$ cat src/rtl/reg64_ctrl_pkg.sv
// Shared types and constants for the 64-bit register write arbiter.
package reg64_ctrl_pkg;

  localparam int unsigned REG_W = 64;

  typedef enum logic [1:0] {
    S_IDLE,
    S_WRITE,
    S_ACK
  } wr_state_t;

endpackage

$ cat src/rtl/reg64_write_arbiter_if.sv
// Requester/register-bank bus of the write arbiter; master = requesters side, slave = arbiter.
interface reg64_write_arbiter_if
  import reg64_ctrl_pkg::*;
#(
  parameter int unsigned NUM_REQ  = 4,
  parameter int unsigned NUM_REGS = 6,
  parameter int unsigned ADDR_W   = 3
) ();

  logic [NUM_REQ-1:0]        i_req;
  logic [NUM_REQ*ADDR_W-1:0] i_addr;
  logic [NUM_REQ*REG_W-1:0]  i_data;
  logic [NUM_REQ-1:0]        o_ack;
  logic                      o_err;
  logic [NUM_REGS-1:0]       o_wr;
  logic [REG_W-1:0]          o_wr_data;
  logic                      o_busy;

  modport master (
    output i_req, i_addr, i_data,
    input  o_ack, o_err, o_wr, o_wr_data, o_busy
  );

  modport slave (
    input  i_req, i_addr, i_data,
    output o_ack, o_err, o_wr, o_wr_data, o_busy
  );

endinterface

$ cat src/rtl/rr_arbiter.sv
// Combinational round-robin pick: search starts just after the last winner and wraps.
module rr_arbiter #(
  parameter int unsigned N    = 4,
  parameter int unsigned IDXW = $clog2(N)
) (
  input  logic [N-1:0]    req,
  input  logic [IDXW-1:0] last,
  output logic [N-1:0]    grant,
  output logic [IDXW-1:0] idx
);

  logic found;

  // Outer loop walks priority order; inner loop keeps every index constant after unrolling.
  always_comb begin
    grant = '0;
    idx   = '0;
    found = 1'b0;
    for (int unsigned i = 1; i <= N; i++) begin
      for (int unsigned j = 0; j < N; j++) begin
        if (!found && req[j] && (j == (32'(last) + i) % N)) begin
          grant[j] = 1'b1;
          idx      = IDXW'(j);
          found    = 1'b1;
        end
      end
    end
  end

endmodule

$ cat src/rtl/reg64_write_arbiter.sv
// Round-robin write arbiter driving one-hot write strobes and shared data into a 64-bit register bank.
module reg64_write_arbiter
  import reg64_ctrl_pkg::*;
#(
  parameter int unsigned NUM_REQ  = 4,
  parameter int unsigned NUM_REGS = 6,
  parameter int unsigned ADDR_W   = 3
) (
  input logic                  i_clk,
  input logic                  i_arst,
  reg64_write_arbiter_if.slave bus
);

  localparam int unsigned IDXW = $clog2(NUM_REQ);

  wr_state_t           state_q, state_d;
  logic [IDXW-1:0]     ptr_q, ptr_d;
  logic [IDXW-1:0]     win_idx_q, win_idx_d;
  logic [NUM_REQ-1:0]  win_oh_q, win_oh_d;
  logic                bad_q, bad_d;
  logic [NUM_REGS-1:0] wr_q, wr_d;
  logic [REG_W-1:0]    data_q, data_d;
  logic [NUM_REQ-1:0]  ack_q, ack_d;
  logic                err_q, err_d;
  logic                busy_q, busy_d;

  logic [NUM_REQ-1:0]  grant;
  logic [IDXW-1:0]     grant_idx;
  logic [ADDR_W-1:0]   addr_sel;
  logic [REG_W-1:0]    data_sel;

  rr_arbiter #(.N(NUM_REQ)) u_rr (
    .req   (bus.i_req),
    .last  (ptr_q),
    .grant (grant),
    .idx   (grant_idx)
  );

  // Strobe and data are registered on the grant edge so they appear during WRITE.
  always_comb begin
    state_d   = state_q;
    ptr_d     = ptr_q;
    win_idx_d = win_idx_q;
    win_oh_d  = win_oh_q;
    bad_d     = bad_q;
    wr_d      = '0;
    data_d    = data_q;
    ack_d     = '0;
    err_d     = 1'b0;
    addr_sel  = '0;
    data_sel  = '0;

    for (int unsigned k = 0; k < NUM_REQ; k++) begin
      if (grant[k]) begin
        addr_sel = bus.i_addr[k*ADDR_W +: ADDR_W];
        data_sel = bus.i_data[k*REG_W +: REG_W];
      end
    end

    case (state_q)
      S_IDLE: begin
        if (|grant) begin
          state_d   = S_WRITE;
          win_idx_d = grant_idx;
          win_oh_d  = grant;
          bad_d     = (32'(addr_sel) >= NUM_REGS);
          data_d    = data_sel;
          // An out-of-range address matches no bit, leaving the strobe all-zero.
          for (int unsigned r = 0; r < NUM_REGS; r++) begin
            wr_d[r] = (32'(addr_sel) == r);
          end
        end
      end
      S_WRITE: begin
        state_d = S_ACK;
        ack_d   = win_oh_q;
        err_d   = bad_q;
      end
      S_ACK: begin
        state_d = S_IDLE;
        ptr_d   = win_idx_q;
      end
      default: state_d = S_IDLE;
    endcase

    busy_d = (state_d != S_IDLE);
  end

  always_ff @(posedge i_clk or posedge i_arst) begin
    if (i_arst) begin
      state_q   <= S_IDLE;
      ptr_q     <= '0;
      win_idx_q <= '0;
      win_oh_q  <= '0;
      bad_q     <= 1'b0;
      wr_q      <= '0;
      data_q    <= '0;
      ack_q     <= '0;
      err_q     <= 1'b0;
      busy_q    <= 1'b0;
    end else begin
      state_q   <= state_d;
      ptr_q     <= ptr_d;
      win_idx_q <= win_idx_d;
      win_oh_q  <= win_oh_d;
      bad_q     <= bad_d;
      wr_q      <= wr_d;
      data_q    <= data_d;
      ack_q     <= ack_d;
      err_q     <= err_d;
      busy_q    <= busy_d;
    end
  end

  assign bus.o_wr      = wr_q;
  assign bus.o_wr_data = data_q;
  assign bus.o_ack     = ack_q;
  assign bus.o_err     = err_q;
  assign bus.o_busy    = busy_q;

endmodule

$ cat src/flat_wrapper.sv
// flat-port wrapper written by rule: the top's interface ports become plain ports
module reg64_write_arbiter_flat import reg64_ctrl_pkg::*;
#(
  parameter int unsigned NUM_REQ  = 4,
  parameter int unsigned NUM_REGS = 6,
  parameter int unsigned ADDR_W   = 3
)
  (i_clk, i_arst, bus_i_req, bus_i_addr, bus_i_data, bus_o_ack, bus_o_err, bus_o_wr, bus_o_wr_data, bus_o_busy);
  reg64_write_arbiter_if #(.NUM_REQ(NUM_REQ), .NUM_REGS(NUM_REGS), .ADDR_W(ADDR_W)) bus_i ();
  input logic i_clk;
  input logic i_arst;
  input wire logic [$bits(bus_i.i_req)-1:0] bus_i_req;
  input wire logic [$bits(bus_i.i_addr)-1:0] bus_i_addr;
  input wire logic [$bits(bus_i.i_data)-1:0] bus_i_data;
  output wire logic [$bits(bus_i.o_ack)-1:0] bus_o_ack;
  output wire logic [$bits(bus_i.o_err)-1:0] bus_o_err;
  output wire logic [$bits(bus_i.o_wr)-1:0] bus_o_wr;
  output wire logic [$bits(bus_i.o_wr_data)-1:0] bus_o_wr_data;
  output wire logic [$bits(bus_i.o_busy)-1:0] bus_o_busy;
  assign bus_i.i_req = bus_i_req;
  assign bus_i.i_addr = bus_i_addr;
  assign bus_i.i_data = bus_i_data;
  assign bus_o_ack = bus_i.o_ack;
  assign bus_o_err = bus_i.o_err;
  assign bus_o_wr = bus_i.o_wr;
  assign bus_o_wr_data = bus_i.o_wr_data;
  assign bus_o_busy = bus_i.o_busy;
  reg64_write_arbiter #(.NUM_REQ(NUM_REQ), .NUM_REGS(NUM_REGS), .ADDR_W(ADDR_W)) u_core (.i_clk(i_clk), .i_arst(i_arst), .bus(bus_i));
endmodule
$ cat config.mk
export PLATFORM = sky130hd
export DESIGN_NAME = reg64_write_arbiter_flat
export DESIGN_NICKNAME = d
export VERILOG_FILES = /design/src/rtl/reg64_ctrl_pkg.sv /design/src/rtl/reg64_write_arbiter_if.sv /design/src/rtl/rr_arbiter.sv /design/src/rtl/reg64_write_arbiter.sv /design/src/flat_wrapper.sv
export SDC_FILE = /design/constraint.sdc
export NUM_CORES = 1
export LEC_CHECK = 0
export ABC_AREA = 1
export CORE_AREA = 2 2 135 137
export CTS_CLUSTER_SIZE = 12
export DETAILED_ROUTE_END_ITERATION = 7
export DIE_AREA = 0 0 137 139
export PLACE_DENSITY = 0.68
export SYNTH_ARGS = -nofsm -noshare
export SYNTH_HDL_FRONTEND = slang
export SYNTH_SLANG_ARGS = --single-unit
$ cat constraint.sdc
create_clock -name i_clk -period 4.7 [get_ports i_clk]
set_input_delay 0.47 -clock i_clk [delete_from_list [all_inputs] [get_ports i_clk]]
set_output_delay 0.47 -clock i_clk [all_outputs]
set_load 0.05 [all_outputs]
; Yosys cells after proc, flatten, opt, wreduce, memory -nomap -nowiden
; Cells that the tools add are included.
[classes]
addsub = 4
n_lt_le_gt_ge = 1
eq_ne = 19
n_mux = 59
reduce_logical = 55
[op_table]
columns = cell, n
row1 = $mux W64, 4
row2 = $logic_not A32 Y1, 4
row3 = $mux W1, 32
row4 = $logic_and A1 B1 Y1, 31
row5 = $mux W2, 15
row6 = $eq A2 B2 Y1 const A, 8
row7 = $logic_not A1 Y1, 15
row8 = $mux W3, 4
row9 = $mux W6, 2
row10 = $eq A1 B2 Y1 const A, 4
row11 = $eq A3 B2 Y1 const B, 2
row12 = $eq A3 B3 Y1 const B, 2
row13 = $add A2 B1 Y2 const B, 2
row14 = $add A2 B2 Y2 const B, 2
row15 = $mux W4, 1
row16 = $pmux W2 S2, 1
row17 = $reduce_or A4 Y1, 1
row18 = $eq A3 B1 Y1 const B, 1
row19 = $ge A3 B3 Y1 const B, 1
row20 = $logic_not A3 Y1, 1
row21 = $eq A2 B1 Y1 const B, 1
row22 = $eq A2 B2 Y1 const B, 1
row23 = $logic_not A2 Y1, 1
row24 = $reduce_and A2 Y1, 1
row25 = $reduce_bool A2 Y1, 1
[word_totals]
regBits = 87
input_bits = 274
out_inout_bits = 76
word_cells = 148

; Depth between registers and ports, before layout
[depth]
depth_word = 68
depth_mapped = 19
mapped_depth_nobuf = 18

; Hierarchy
; Synthesis repeated with hierarchy kept, for this count alone.
[unflattened]
cells_unflattened = 934
area_unflattened_um2 = 5689.2
[by_module_without_submodules]
columns = module, n_inst, cells_each, area_each_um2, seq_area_each_um2
row1 = reg64_write_arbiter, 1, 873, 5362.6, 2177.1
row2 = rr_arbiter, 1, 61, 326.6, 0.0

; Least setup slack after synthesis
; Ideal clock, no wire load.
[synth_timing]
path_type = register to register
startpoint = reg u_core.ptr_q[1]
endpoint = reg u_core.wr_q[2], in the netlist u_core.bus.o_wr[2]
setup_ps = 123
t_arrival_ps = 2061
required_ps = 4577
slack_ps = 2516
path_stages_with_launch = 18
n_path_buf = 1
period_less_slack_ps = 2184
cell_sequence = dfrtp_1 > inv_1 > nor2_1 > nand2_1 > inv_2 > nor2_2 > nand4_2 > nor2_4 > nand4_2 > nor3_1 > nor2_1 > nand2_1 > buf_2 > nand2_1 > nand3_1 > inv_1 > nand2_1 > nor2_1
[synth_via]
elab_chain_len = 68
word_cells_on_any_way = 104
classes_between = add/sub: 4 / eq/ne: 13 / mux: 36 / reduce/logical: 51
[synth_rtl]
columns = item, line
row1 = "start, declared", reg64_write_arbiter.sv:17  ; logic [IDXW-1:0] ptr_q, ptr_d;
row2 = "start signal, assigned", reg64_write_arbiter.sv:103  ; ptr_q <= ptr_d;
row3 = $add A2 B1 Y2, rr_arbiter.sv:21  ; if (!found && req[j] && (j == (32'(last) + i) % N)) begin
row4 = $logic_not A32 Y1, rr_arbiter.sv:21
row5 = $logic_and A1 B1 Y1, rr_arbiter.sv:21
row6 = $mux W1, rr_arbiter.sv:21
row7 = $logic_not A1 Y1, rr_arbiter.sv:21
row8 = $logic_and A1 B1 Y1 (2 in a row), rr_arbiter.sv:21
row9 = $mux W1, rr_arbiter.sv:21
row10 = $logic_not A1 Y1, rr_arbiter.sv:21
row11 = [... 51 more ...], -
row12 = $logic_not A1 Y1, rr_arbiter.sv:21
row13 = $logic_and A1 B1 Y1 (2 in a row), rr_arbiter.sv:21
row14 = $mux W1, rr_arbiter.sv:21
row15 = $mux W3, reg64_write_arbiter.sv:54  ; if (grant[k]) begin
row16 = $eq A3 B2 Y1, reg64_write_arbiter.sv:70  ; wr_d[r] = (32'(addr_sel) == r);
row17 = $mux W6 *, reg64_write_arbiter.sv:62  ; if (|grant) begin
row18 = $mux W6 *, reg64_write_arbiter.sv:60  ; case (state_q)
row19 = named net u_core.wr_d[2], reg64_write_arbiter.sv:21  ; logic [NUM_REGS-1:0] wr_q, wr_d;
row20 = "end signal, assigned", reg64_write_arbiter.sv:107  ; wr_q <= wr_d;
row21 = "end, declared", reg64_write_arbiter.sv:21
; Mark *: on every way through the listed nets, which the timed path passes. The rest lies on a longest branch.
; A chain may end at the register's enable or synchronous reset.

; Final worst setup path
[layout_timing]
startpoint = in bus_i_req[2]
endpoint = reg u_core.wr_q[3], in the netlist u_core.bus.o_wr[3]
[layout_via]
elab_chain_len = 59
word_cells_on_any_way = 76
classes_between = eq/ne: 1 / mux: 33 / reduce/logical: 42
[layout_rtl]
columns = item, line
row1 = "start, declared", flat_wrapper.sv:12  ; input wire logic [$bits(bus_i.i_req)-1:0] bus_i_req;
row2 = $logic_and A1 B1 Y1 (2 in a row), rr_arbiter.sv:21
row3 = $mux W1, rr_arbiter.sv:21
row4 = $logic_not A1 Y1, rr_arbiter.sv:21
row5 = $logic_and A1 B1 Y1 (2 in a row), rr_arbiter.sv:21
row6 = $mux W1, rr_arbiter.sv:21
row7 = $logic_not A1 Y1, rr_arbiter.sv:21
row8 = $logic_and A1 B1 Y1 (2 in a row), rr_arbiter.sv:21
row9 = $mux W1, rr_arbiter.sv:21
row10 = [... 40 more ...], -
row11 = $logic_not A1 Y1, rr_arbiter.sv:21
row12 = $logic_and A1 B1 Y1 (2 in a row), rr_arbiter.sv:21
row13 = $mux W1, rr_arbiter.sv:21
row14 = $mux W3, reg64_write_arbiter.sv:54
row15 = $eq A3 B2 Y1, reg64_write_arbiter.sv:70
row16 = $mux W6 *, reg64_write_arbiter.sv:62
row17 = $mux W6 *, reg64_write_arbiter.sv:60
row18 = named net u_core.wr_d[3], reg64_write_arbiter.sv:21
; Marked as above.

==> impl_metrics.toml <==
[synthesis]
synthCells = 717
yosysSeqAreaShare = 0.432
netlist_area_um2 = 5030
synth_seq_cells = 87
synth_cell_type_count = 21
syn-num-nets = 991
ys_warn_count = 0
synth_top_cell_by_area = "dfrtp_1"
synth_top_area_share = 0.432
syn_area_per_cell_um2 = 7.02
synthTopCellsByArea = "dfrtp_1, nand2_1, a22oi_1, nand3_1, inv_1"

[cells_and_area]
synthToLayoutAreaGrowth_pct = 78.1
drive_above_1_share = 0.0363
antenna_cells = 0
nFillCells = 1749
nets = 1317

[global_routing]
grt_pass1_vias = 5916
grt_max_degree = 72
antenna_found_initial = 0
track_usage = 0.202
grt_pass1_wl_um = 30100
grt_overflow = 0

[floorplanning]
die_h_um = 139
dieArea_um2 = 19000
initial_core_util = 0.285
ios = 350
fp-row-count = 49
die_x_um = 137
core_area_um2 = 17700

[critical_path]
reg2reg_depth = 19
crit_top_cell = "nand3_1"
crit_slowest_cell = "buf_4"
cp.arrival_ns = 3.37
cp_max_fo = 69
cp_cell_sequence = "clkdlybuf4s50_1, nand3_1, nand3_1, nor2_2, nand4_2, nor2_4, nand4_2, nor2_4, nand3_1, nand2_2, buf_4, nand2_1, nand2_1, inv_1, nand3_1, nor2_1, nand2_1, nor2_1"
r2r_slack_ns = 1.65
max_stage_delay_ns = 0.65
required_ns = 4.91
critPathCaptureType = "flop"
cp.depth = 18
critPathBufInv = 3
cp_top_family = "simple AND/OR/NAND/NOR gates"
worst_setup_path_start_kind = "primary input"
path_class = "in -> reg"

[clock_network]
cts-root-buf = "clkbuf_16"
insertion_delay_ns = 0.34
path_clk_slew_ns = 0.07
cts_max_level = 3
ctsHoldBuffers = 0
cts_tree = "built"
cts_resized = 0
post-cts-setup-buffers = 0
cts_sinks = 87
cts_max_path_buffers = 2
cts_buffers = 9

[pwr]
intPower_mw = 2.94
power.switching_mw = 3.44
power.density_nw_per_um2 = 712
power_frac_seq = 0.200
ir_worst_vdd_mv = 0.735
clock_power_share = 0.108
pwr-share-comb = 0.691
p_leak_nw = 4.07
p_sw_frac = 0.539

[placement]
dp_hpwl_um = 14400
globalplace.congestion = 0.897
io_buffers = 349

[job]
maxCapViolCount = 0

[hold_path]
holdPathStages = 1
hold_class = "reg -> reg"

[sta]
rsz0062_at_grt = "no"
hold_slack_ns = 0.472
worstMarginPinSlew_ns = 0.838
setup_tns_ns = 0
period_minus_slack_ns = 3.16
setup_viol = 0
max_freq_ghz = 0.317
post-route-period-util = 0.672
drv_slew = 0
hold_viol_final = 0
slew-limit-headroom = 0.441
skew_ns = 0.00688

[routing]
dr.pass1.iters = 5
via_count = 6042
ant_nets = 0
drc = 0
drt-initial-drc-count = 335
via_per_inst = 4.73
wire_per_inst_um = 15.4
routed_wl_um = 19700

[run_status]
status = "completed"
Yosys cell counts, drive strengths merged:
cell / number
a22oi: 64
inv: 30
buf: 20
o2111ai: 1
nand2: 360
clkbuf: 23
nor3: 3
nand4: 9
o21ai: 10
o211ai: 1
nor2: 28
dfrtp: 87
a21oi: 2
nand3: 79
through the flow:
step	util	cell area, µm²	setup slack (ns)	cells	total power [mW]
floorplan	-	5030	1.98	717	4.36
global route	0.508	8970	1.27	1277	6.92
finish	0.508	8970	1.54	1277	6.38
global placement	0.491	8670	1.29	1261	5.71
CTS	0.508	8970	1.55	1277	6.47
detailed placement	0.491	8670	1.19	1261	5.75
cell type report:
class | instances | area (µm²) | area share
clock inverters | 6 | 53.8 | 0.00600
inverters | 30 | 115 | 0.0128
flip-flops and latches | 87 | 2180 | 0.243
multi-input cells | 557 | 2520 | 0.281
repair buffers | 358 | 3570 | 0.398
well taps | 229 | 287 | 0.0320
clock buffers | 10 | 239 | 0.0266
power by group through the flow:
| stage | combinational, mW | sequential, mW | clock, mW |
|---|---|---|---|
| 3_3_place_gp | 4.43 | 1.28 | 0 |
| 6_report | 4.41 | 1.28 | 0.691 |
| 5_1_grt | 4.85 | 1.32 | 0.754 |
| 4_1_cts | 4.47 | 1.28 | 0.720 |
| 2_1_floorplan | 2.09 | 2.26 | 0 |
| 3_5_place_dp | 4.47 | 1.28 | 0 |
flip-flops by register name, indices dropped and copies added (netlist names):
signal / flops
u_core.bad_q: 1
u_core.bus.o_ack: 4
u_core.bus.o_busy: 1
u_core.bus.o_err: 1
u_core.bus.o_wr: 6
u_core.bus.o_wr_data: 64
u_core.ptr_q: 2
u_core.state_q: 2
u_core.win_idx_q: 2
u_core.win_oh_q: 4
final timing paths:
path,from,end
max in group asynchronous,i_arst,u_core.bus.o_wr_data[22]
min in group asynchronous,i_arst,u_core.bus.o_wr_data[57]
max,bus_i_req[2],u_core.bus.o_wr[3]
min reg2reg,u_core.state_q[1],u_core.state_q[1]
max reg2reg,u_core.ptr_q[1],u_core.bus.o_wr[3]
min,u_core.state_q[1],u_core.state_q[1]
placed cells by master (no fill, tap or decap), types with 3 or more instances in the layout:
master / netlist / layout
nand2_1: 358 / 355
clkdlybuf4s50_1: 0 / 349
dfrtp_1: 87 / 87
nand3_1: 79 / 79
a22oi_1: 64 / 64
inv_1: 28 / 27
nor2_1: 25 / 25
o21ai_0: 9 / 9
clkbuf_16: 0 / 9
buf_4: 0 / 8
nand4_1: 7 / 7
nand2_2: 2 / 5
nor3_1: 3 / 3
clkinv_4: 0 / 3
kinds of logic (layout without fill, tap and decap cells):
family	after synthesis	after routing	share of synthesized area
flip-flops	87	87	0.432
buffers and inverters	73	404	0.0681
AND/OR/NAND/NOR	479	479	0.389
AO/OA/AOI/OAI	78	78	0.111
metal layers:
layer  routed length (µm)  up-vias  track usage
li1                     -     2994            -
met1                 7580     2756        0.224
met2                 9890      266        0.371
met3                 1790       26       0.0504
met4                  401        0       0.0635
met5                    0        -            0
Power figures use the tool's default switching activity.
